$ cat config.mk
export PLATFORM = sky130hd
export DESIGN_NAME = adc_st_packetizer_flat
export DESIGN_NICKNAME = d
export VERILOG_FILES = /design/src/rtl/adc_st_packetizer_pkg.sv /design/src/rtl/adc_st_packetizer_if.sv /design/src/rtl/adc_st_packetizer_beat_buf.sv /design/src/rtl/adc_st_packetizer.sv /design/src/flat_wrapper.sv
export SDC_FILE = /design/constraint.sdc
export NUM_CORES = 2
export LEC_CHECK = 0
export CORE_MARGIN = 2
export CORE_UTILIZATION = 44
export CTS_BUF_LIST = sky130_fd_sc_hd__clkbuf_8 sky130_fd_sc_hd__clkbuf_16
export DETAILED_ROUTE_END_ITERATION = 8
export SKIP_CTS_REPAIR_TIMING = 1
export SLEW_MARGIN = 20
export SYNTH_ARGS = -nofsm -noshare
export SYNTH_HDL_FRONTEND = slang
export SYNTH_SLANG_ARGS = --single-unit
$ cat constraint.sdc
create_clock -name clk -period 7.2 [get_ports clk]
set_input_delay 1.44 -clock clk [delete_from_list [all_inputs] [get_ports clk]]
set_output_delay 1.44 -clock clk [all_outputs]
set_load 0.005 [all_outputs]
$ cat src/rtl/adc_st_packetizer_pkg.sv
// rtl/adc_st_packetizer_pkg.sv - shared constants and types for the ADC Avalon-ST packetizer
package adc_st_pkg;

  localparam int SAMPLE_W = 16;
  localparam int BEAT_W   = 512;
  localparam int SPB      = BEAT_W / SAMPLE_W;
  localparam int EMPTY_W  = 6;
  localparam int LANE_W   = $clog2(SPB);

  typedef enum logic [1:0] {
    IDLE,
    CAPTURE,
    DRAIN
  } state_t;

  typedef struct packed {
    logic [BEAT_W-1:0]  data;
    logic               sop;
    logic               eop;
    logic [EMPTY_W-1:0] empty;
  } beat_t;

  // Two bytes per lane left unfilled above last_lane.
  function automatic logic [EMPTY_W-1:0] empty_bytes(input logic [LANE_W-1:0] last_lane);
    logic [LANE_W-1:0] free_lanes;
    free_lanes = LANE_W'(SPB - 1) - last_lane;
    return {free_lanes, 1'b0};
  endfunction

endpackage

$ cat src/rtl/adc_st_packetizer_if.sv
// rtl/adc_st_packetizer_if.sv - Avalon-ST beat stream toward the ADC FIFO sink
interface adc_st_packetizer_if;
  import adc_st_pkg::*;

  logic [BEAT_W-1:0]  st_data;
  logic               st_valid;
  logic               st_ready;
  logic               st_sop;
  logic               st_eop;
  logic [EMPTY_W-1:0] st_empty;

  modport master (
    output st_data, st_valid, st_sop, st_eop, st_empty,
    input  st_ready
  );

  modport slave (
    input  st_data, st_valid, st_sop, st_eop, st_empty,
    output st_ready
  );

endinterface

$ cat src/rtl/adc_st_packetizer_beat_buf.sv
// rtl/adc_st_packetizer_beat_buf.sv - 2-entry zero-bubble beat FIFO with registered outputs
module adc_beat_buf
  import adc_st_pkg::*;
(
  input  logic  clk,
  input  logic  reset,
  input  logic  in_valid,
  output logic  in_ready,
  input  beat_t in_beat,
  output logic  out_valid,
  input  logic  out_ready,
  output beat_t out_beat
);

  beat_t head;
  beat_t tail;
  logic  head_valid;
  logic  tail_valid;
  logic  push;
  logic  pop;

  // in_ready depends only on state, so no combinational path from out_ready.
  assign in_ready  = !tail_valid;
  assign out_valid = head_valid;
  assign out_beat  = head;
  assign push      = in_valid && !tail_valid;
  assign pop       = head_valid && out_ready;

  always_ff @(posedge clk) begin
    if (reset) begin
      head       <= '0;
      tail       <= '0;
      head_valid <= 1'b0;
      tail_valid <= 1'b0;
    end else if (tail_valid) begin
      if (pop) begin
        head       <= tail;
        tail_valid <= 1'b0;
      end
    end else if (push) begin
      if (!head_valid || pop) begin
        head       <= in_beat;
        head_valid <= 1'b1;
      end else begin
        tail       <= in_beat;
        tail_valid <= 1'b1;
      end
    end else if (pop) begin
      head_valid <= 1'b0;
    end
  end

endmodule

$ cat src/rtl/adc_st_packetizer.sv
// rtl/adc_st_packetizer.sv - packs triggered 16-bit ADC captures into framed 512-bit Avalon-ST beats
module adc_st_packetizer
  import adc_st_pkg::*;
(
  input  logic                clk,
  input  logic                reset,
  input  logic                enable,
  input  logic                trig,
  input  logic [15:0]         pkt_len,
  input  logic [SAMPLE_W-1:0] adc_data,
  input  logic                adc_valid,
  adc_st_packetizer_if.master st,
  output logic                busy,
  output logic [31:0]         overflow_cnt,
  output logic [31:0]         pkt_cnt
);

  state_t            state;
  logic [15:0]       left;
  logic [LANE_W-1:0] lane;
  logic              first_beat;
  beat_t             pack;
  logic              pack_full;

  beat_t             cur_beat;
  beat_t             buf_in;
  beat_t             buf_out;
  logic              buf_in_valid;
  logic              buf_in_ready;
  logic              buf_out_valid;
  logic [BEAT_W-1:0] merged;
  logic              take;
  logic              drop;
  logic              final_sample;
  logic              close;
  logic              eop_xfer;

  assign take         = (state == CAPTURE) && adc_valid && !pack_full;
  assign drop         = (state == CAPTURE) && adc_valid && pack_full;
  assign final_sample = (left == 16'd1);
  assign close        = take && ((lane == LANE_W'(SPB - 1)) || final_sample);
  assign eop_xfer     = buf_out_valid && st.st_ready && buf_out.eop;

  // Lane 0 starts a fresh beat; sample k lands 16*(31-k) bits up so lane 0 is the MSBs.
  always_comb begin
    merged         = (lane == '0) ? '0 : pack.data;
    merged         = merged | (BEAT_W'(adc_data) << {LANE_W'(SPB - 1) - lane, 4'b0000});
    cur_beat.data  = merged;
    cur_beat.sop   = first_beat;
    cur_beat.eop   = final_sample;
    cur_beat.empty = final_sample ? empty_bytes(lane) : '0;
  end

  // A beat closing this cycle bypasses the pack register when the buffer has room.
  assign buf_in_valid = pack_full || close;
  assign buf_in       = pack_full ? pack : cur_beat;

  always_ff @(posedge clk) begin
    if (reset) begin
      state        <= IDLE;
      busy         <= 1'b0;
      left         <= '0;
      lane         <= '0;
      first_beat   <= 1'b0;
      pack         <= '0;
      pack_full    <= 1'b0;
      overflow_cnt <= '0;
      pkt_cnt      <= '0;
    end else begin
      case (state)
        IDLE: begin
          if (trig && enable && (pkt_len != 16'd0)) begin
            state      <= CAPTURE;
            busy       <= 1'b1;
            left       <= pkt_len;
            lane       <= '0;
            first_beat <= 1'b1;
          end
        end
        CAPTURE: begin
          if (take && final_sample) begin
            state <= DRAIN;
          end
        end
        DRAIN: begin
          if (eop_xfer) begin
            state <= IDLE;
            busy  <= 1'b0;
          end
        end
        default: begin
          state <= IDLE;
          busy  <= 1'b0;
        end
      endcase

      if (take) begin
        pack <= cur_beat;
        left <= left - 16'd1;
        lane <= close ? '0 : lane + 1'b1;
        if (close) begin
          first_beat <= 1'b0;
        end
      end

      if (close && !buf_in_ready) begin
        pack_full <= 1'b1;
      end else if (pack_full && buf_in_ready) begin
        pack_full <= 1'b0;
      end

      if (drop && (overflow_cnt != 32'hFFFF_FFFF)) begin
        overflow_cnt <= overflow_cnt + 32'd1;
      end

      if (eop_xfer) begin
        pkt_cnt <= pkt_cnt + 32'd1;
      end
    end
  end

  adc_beat_buf u_buf (
    .clk       (clk),
    .reset     (reset),
    .in_valid  (buf_in_valid),
    .in_ready  (buf_in_ready),
    .in_beat   (buf_in),
    .out_valid (buf_out_valid),
    .out_ready (st.st_ready),
    .out_beat  (buf_out)
  );

  assign st.st_valid = buf_out_valid;
  assign st.st_data  = buf_out.data;
  assign st.st_sop   = buf_out.sop;
  assign st.st_eop   = buf_out.eop;
  assign st.st_empty = buf_out.empty;

endmodule

$ cat src/flat_wrapper.sv
// flat-port wrapper written by rule: the top's interface ports become plain ports
module adc_st_packetizer_flat import adc_st_pkg::*;
  (clk, reset, enable, trig, pkt_len, adc_data, adc_valid, busy, overflow_cnt, pkt_cnt, st_st_data, st_st_valid, st_st_sop, st_st_eop, st_st_empty, st_st_ready);
  adc_st_packetizer_if st_i ();
  input  logic clk;
  input  logic reset;
  input  logic enable;
  input  logic trig;
  input  logic [15:0] pkt_len;
  input  logic [SAMPLE_W-1:0] adc_data;
  input  logic adc_valid;
  output logic busy;
  output logic [31:0] overflow_cnt;
  output logic [31:0] pkt_cnt;
  output wire logic [$bits(st_i.st_data)-1:0] st_st_data;
  output wire logic [$bits(st_i.st_valid)-1:0] st_st_valid;
  output wire logic [$bits(st_i.st_sop)-1:0] st_st_sop;
  output wire logic [$bits(st_i.st_eop)-1:0] st_st_eop;
  output wire logic [$bits(st_i.st_empty)-1:0] st_st_empty;
  input wire logic [$bits(st_i.st_ready)-1:0] st_st_ready;
  assign st_st_data = st_i.st_data;
  assign st_st_valid = st_i.st_valid;
  assign st_st_sop = st_i.st_sop;
  assign st_st_eop = st_i.st_eop;
  assign st_st_empty = st_i.st_empty;
  assign st_i.st_ready = st_st_ready;
  adc_st_packetizer u_core (.clk(clk), .reset(reset), .enable(enable), .trig(trig), .pkt_len(pkt_len), .adc_data(adc_data), .adc_valid(adc_valid), .st(st_i), .busy(busy), .overflow_cnt(overflow_cnt), .pkt_cnt(pkt_cnt));
endmodule
==> results.ini <==
[logic_synthesis]
ys.flop_type=dfxtp_1
synth_edf_count=0
ys_types=67
async_reset_ff_share_pct=0
synth_fp_nets=8198
synth_seq_cells=1649
yosysWarnings=0
synth_area_mm2=0.0693
syn_inst=8153
syn_avg_cell_area_um2=8.50
ys_seq_area_share_pct=47.6

[min_path]
hold_start=u_core.u_buf.tail[6]
hp-class=flip-flop to flip-flop
hold_end=u_core.u_buf.tail[6]
hold_depth=2

[layout]
layout.nets=8207
final_common_cell=dfxtp_1
drive_above_1_share_pct=4.98
area_growth_pct=17.5
post-route-util_pct=52.1
fillers=14500
final_cell_mix=1,648 x dfxtp_1, 1,226 x nor2_1, 754 x a21oi_1, 639 x nand2_1, 621 x clkdlybuf4s50_1

[power_and_ir_drop]
p_comb_share_pct=3.8
switching_share_pct=23.1
power_uw=18900
p_leak_uw=0.0273
p_clk_share_pct=47.7
power.density_mw_per_mm2=232
vdd_drop_max_mv=0.222
pwr-share-seq_pct=48.5
cellInternalPower_uw=14500
p_switching_uw=4370

[grt]
grt_max_degree=211
track_usage_pct=28.3
antenna_found_initial=11
grt_pass1_vias=56600
grt.overflow.total=0
grt_pass1_wl_um=360000

[die]
start_util_pct=44.3
io_pins=624
die_x_um=401
die_area_mm2=0.161
core_mm2=0.156
die_height_um=401
core.rowCount=145

[timing]
fmax_mhz=222
finalCritPeriodShare_pct=62.5
fin_skew_ns=0.0360
rsz0062_at_grt=false
min_period_ns=4.50
tightest_slew_ns=1.34
setup_slack_ns=2.70
finalSetupViolations=0
hold_viol_final=0
slew_viol_final=0
setup_tns_ns=0
max_slew_margin_pct=10.4

[route]
vias=61400
firstDrtPassIters=6
ant_nets=0
route.detailed.drc=0
routed_wl_um=239000
wl_per_cell_um=23.1
drt_iter0_drc=5671
via_per_inst=5.93

[cts]
cts_inserted_buffers=177
numClockSinks=1649
cts-root-buf=clkbuf_16
clkTransAtPathRegs_ns=0.06
cts_tree=yes
clock_latency_ns=0.80
htreeDepth=4
clk_path_buf_depth=3

[run]
cap_violations=0

[critical_path]
r2r_end=u_core.u_buf.out_beat[235]
r2r_setup_slack_ns=3.10
cp.required_ns=7.91
cpPeakStageDelay_ns=0.93
r2r_cells=7
regToRegStartpoint=u_core.u_buf.tail_valid
path_cells=clkdlybuf4s50_1, nand2b_4, nor3_1, a31oi_4, buf_12, o21ai_0, nor2_1
start_kind=input port
path_max_fanout=192
crit_path_top_delay_cell=a31oi_4
cp.arrival_ns=5.21
worstSetupPathType=input port to flip-flop
crit_path_end_kind=flip-flop

[status]
status=finished, final reports clean

[placement]
pre_cts_ws_ns=2.00
dpl.hpwl_um=145000
gp_congestion=0.879
portBuffers=622

-- cell families (layout without fill, tap and decap cells) --
family | after synthesis | after routing | synth area share [%]
muxes | 264 | 264 | 3.82
buffers and inverters | 913 | 1055 | 5.45
adders and majority gates | 7 | 7 | 0.126
xor gates and xnor gates | 35 | 35 | 0.442
other | 1 | 4 | 0.00541
DFF | 1649 | 1649 | 47.6
AOI/OAI and AO/OA | 2655 | 2655 | 25.5
and+or+nand+nor | 2629 | 2629 | 17.1
-- worst max path at each step --
stage | from | endpoint | slack [ns] | depth (start not counted)
detailed placement | st_st_ready | u_core.u_buf.tail[243] | 2.00 | 7
finish | st_st_ready | u_core.u_buf.tail[494] | 2.70 | 7
global route | st_st_ready | u_core.u_buf.tail[243] | 2.44 | 7
floorplan | st_st_ready | u_core.u_buf.tail[105] | 3.99 | 9
CTS | st_st_ready | u_core.u_buf.tail[179] | 2.85 | 7
global placement | st_st_ready | u_core.u_buf.tail[174] | 2.04 | 7
-- sequential cells by signal, indices dropped and copies added, names as in the netlist --
signal and flops:
u_core.busy 1, u_core.u_buf.tail 519, u_core.lane 5, u_core.pack_full 1, u_core.u_buf.out_valid 1, u_core.u_buf.tail_valid 1
u_core.left 16, u_core.state 2, u_core.pack 519, u_core.pkt_cnt 32, u_core.first_beat 1, u_core.overflow_cnt 32
u_core.u_buf.out_beat 519
-- through the flow --
| step | hold WS [ns] | instance area [um^2] | instances |
|---|---|---|---|
| 6_report | 0.452 | 81400 | 10400 |
| 2_1_floorplan | 0.430 | 69300 | 8153 |
| 5_1_grt | 0.470 | 81400 | 10400 |
| 4_1_cts | 0.456 | 81400 | 10400 |
| 3_3_place_gp | 0.441 | 75700 | 10000 |
| 3_5_place_dp | 0.447 | 75700 | 10000 |
-- synth_stat cells, drive strengths merged (3+ instances only) --
| cell | instances | share of area, % |
|---|---|---|
| dfxtp | 1649 | 48 |
| nor2 | 1229 | 6.7 |
| a21oi | 754 | 5.4 |
| clkbuf | 750 | 4.1 |
| nand2 | 643 | 3.5 |
| o21ai | 290 | 2.1 |
| or3 | 280 | 2.5 |
| a31oi | 269 | 2.4 |
| a211oi | 266 | 2.9 |
| a2bb2oi | 262 | 3.3 |
| mux2i | 261 | 3.8 |
| nand2b | 261 | 2.4 |
| a22oi | 260 | 2.8 |
| o211ai | 259 | 2.8 |
| a22o | 192 | 2.4 |
| buf | 149 | 1.3 |
| o2bb2ai | 64 | 0.81 |
| and2 | 57 | 0.51 |
| nand3 | 34 | 0.25 |
| and3 | 27 | 0.24 |
| xor2 | 23 | 0.29 |
| nand4 | 20 | 0.18 |
| inv | 14 | 0.076 |
| nor3 | 14 | 0.10 |
| and4 | 13 | 0.16 |
| xnor2 | 12 | 0.15 |
| or4 | 11 | 0.12 |
| nor4 | 10 | 0.090 |
| a311oi | 9 | 0.11 |
| ha | 7 | 0.13 |
| o31ai | 7 | 0.076 |
| nor2b | 6 | 0.054 |
| nor4b | 5 | 0.085 |
| o311ai | 4 | 0.051 |
| or2 | 4 | 0.036 |
| a31o | 3 | 0.038 |
| mux2 | 3 | 0.049 |
| nor3b | 3 | 0.032 |
| o41ai | 3 | 0.038 |
-- final cells by class --
| class | count | area, um^2 | share of cell area (%) |
|---|---|---|---|
| Clock inverter | 94 | 697 | 0.856 |
| Sequential cell | 1649 | 33000 | 40.5 |
| Antenna cell | 3 | 7.51 | 0.00922 |
| Clock buffer | 218 | 5040 | 6.19 |
| Inverter | 14 | 60.1 | 0.0737 |
| Multi-Input combinational cell | 5591 | 32700 | 40.2 |
| Tap cell | 2058 | 2570 | 3.16 |
| Timing Repair Buffer | 729 | 7310 | 8.98 |
-- layer usage --
metal	GRT usage, %	vias to the layer above	share of wire (%)
met5	0	-	0.0029
met4	11.4	2	4.1
met3	5.44	402	6.6
met2	46.6	2044	47
met1	36.5	29900	42
li1	-	29000	-
-- power groups by stage --
stage / registers [uW] / logic (uW) / clock network (uW)
6_report: 9160 / 723 / 9000
5_1_grt: 9160 / 766 / 9530
4_1_cts: 9160 / 714 / 9160
3_5_place_dp: 9360 / 711 / 0
3_3_place_gp: 9360 / 709 / 0
2_1_floorplan: 9360 / 458 / 0
-- critical path, delay by kind of cell --
| kind | cells | cell delay [ns] |
|---|---|---|
| AO/OA/AOI/OAI | 2 | 1.19 |
| buffers and inverters | 2 | 1.08 |
| AND/OR/NAND/NOR | 3 | 1.06 |
Note: power is estimated with default switching activity, not from simulation.
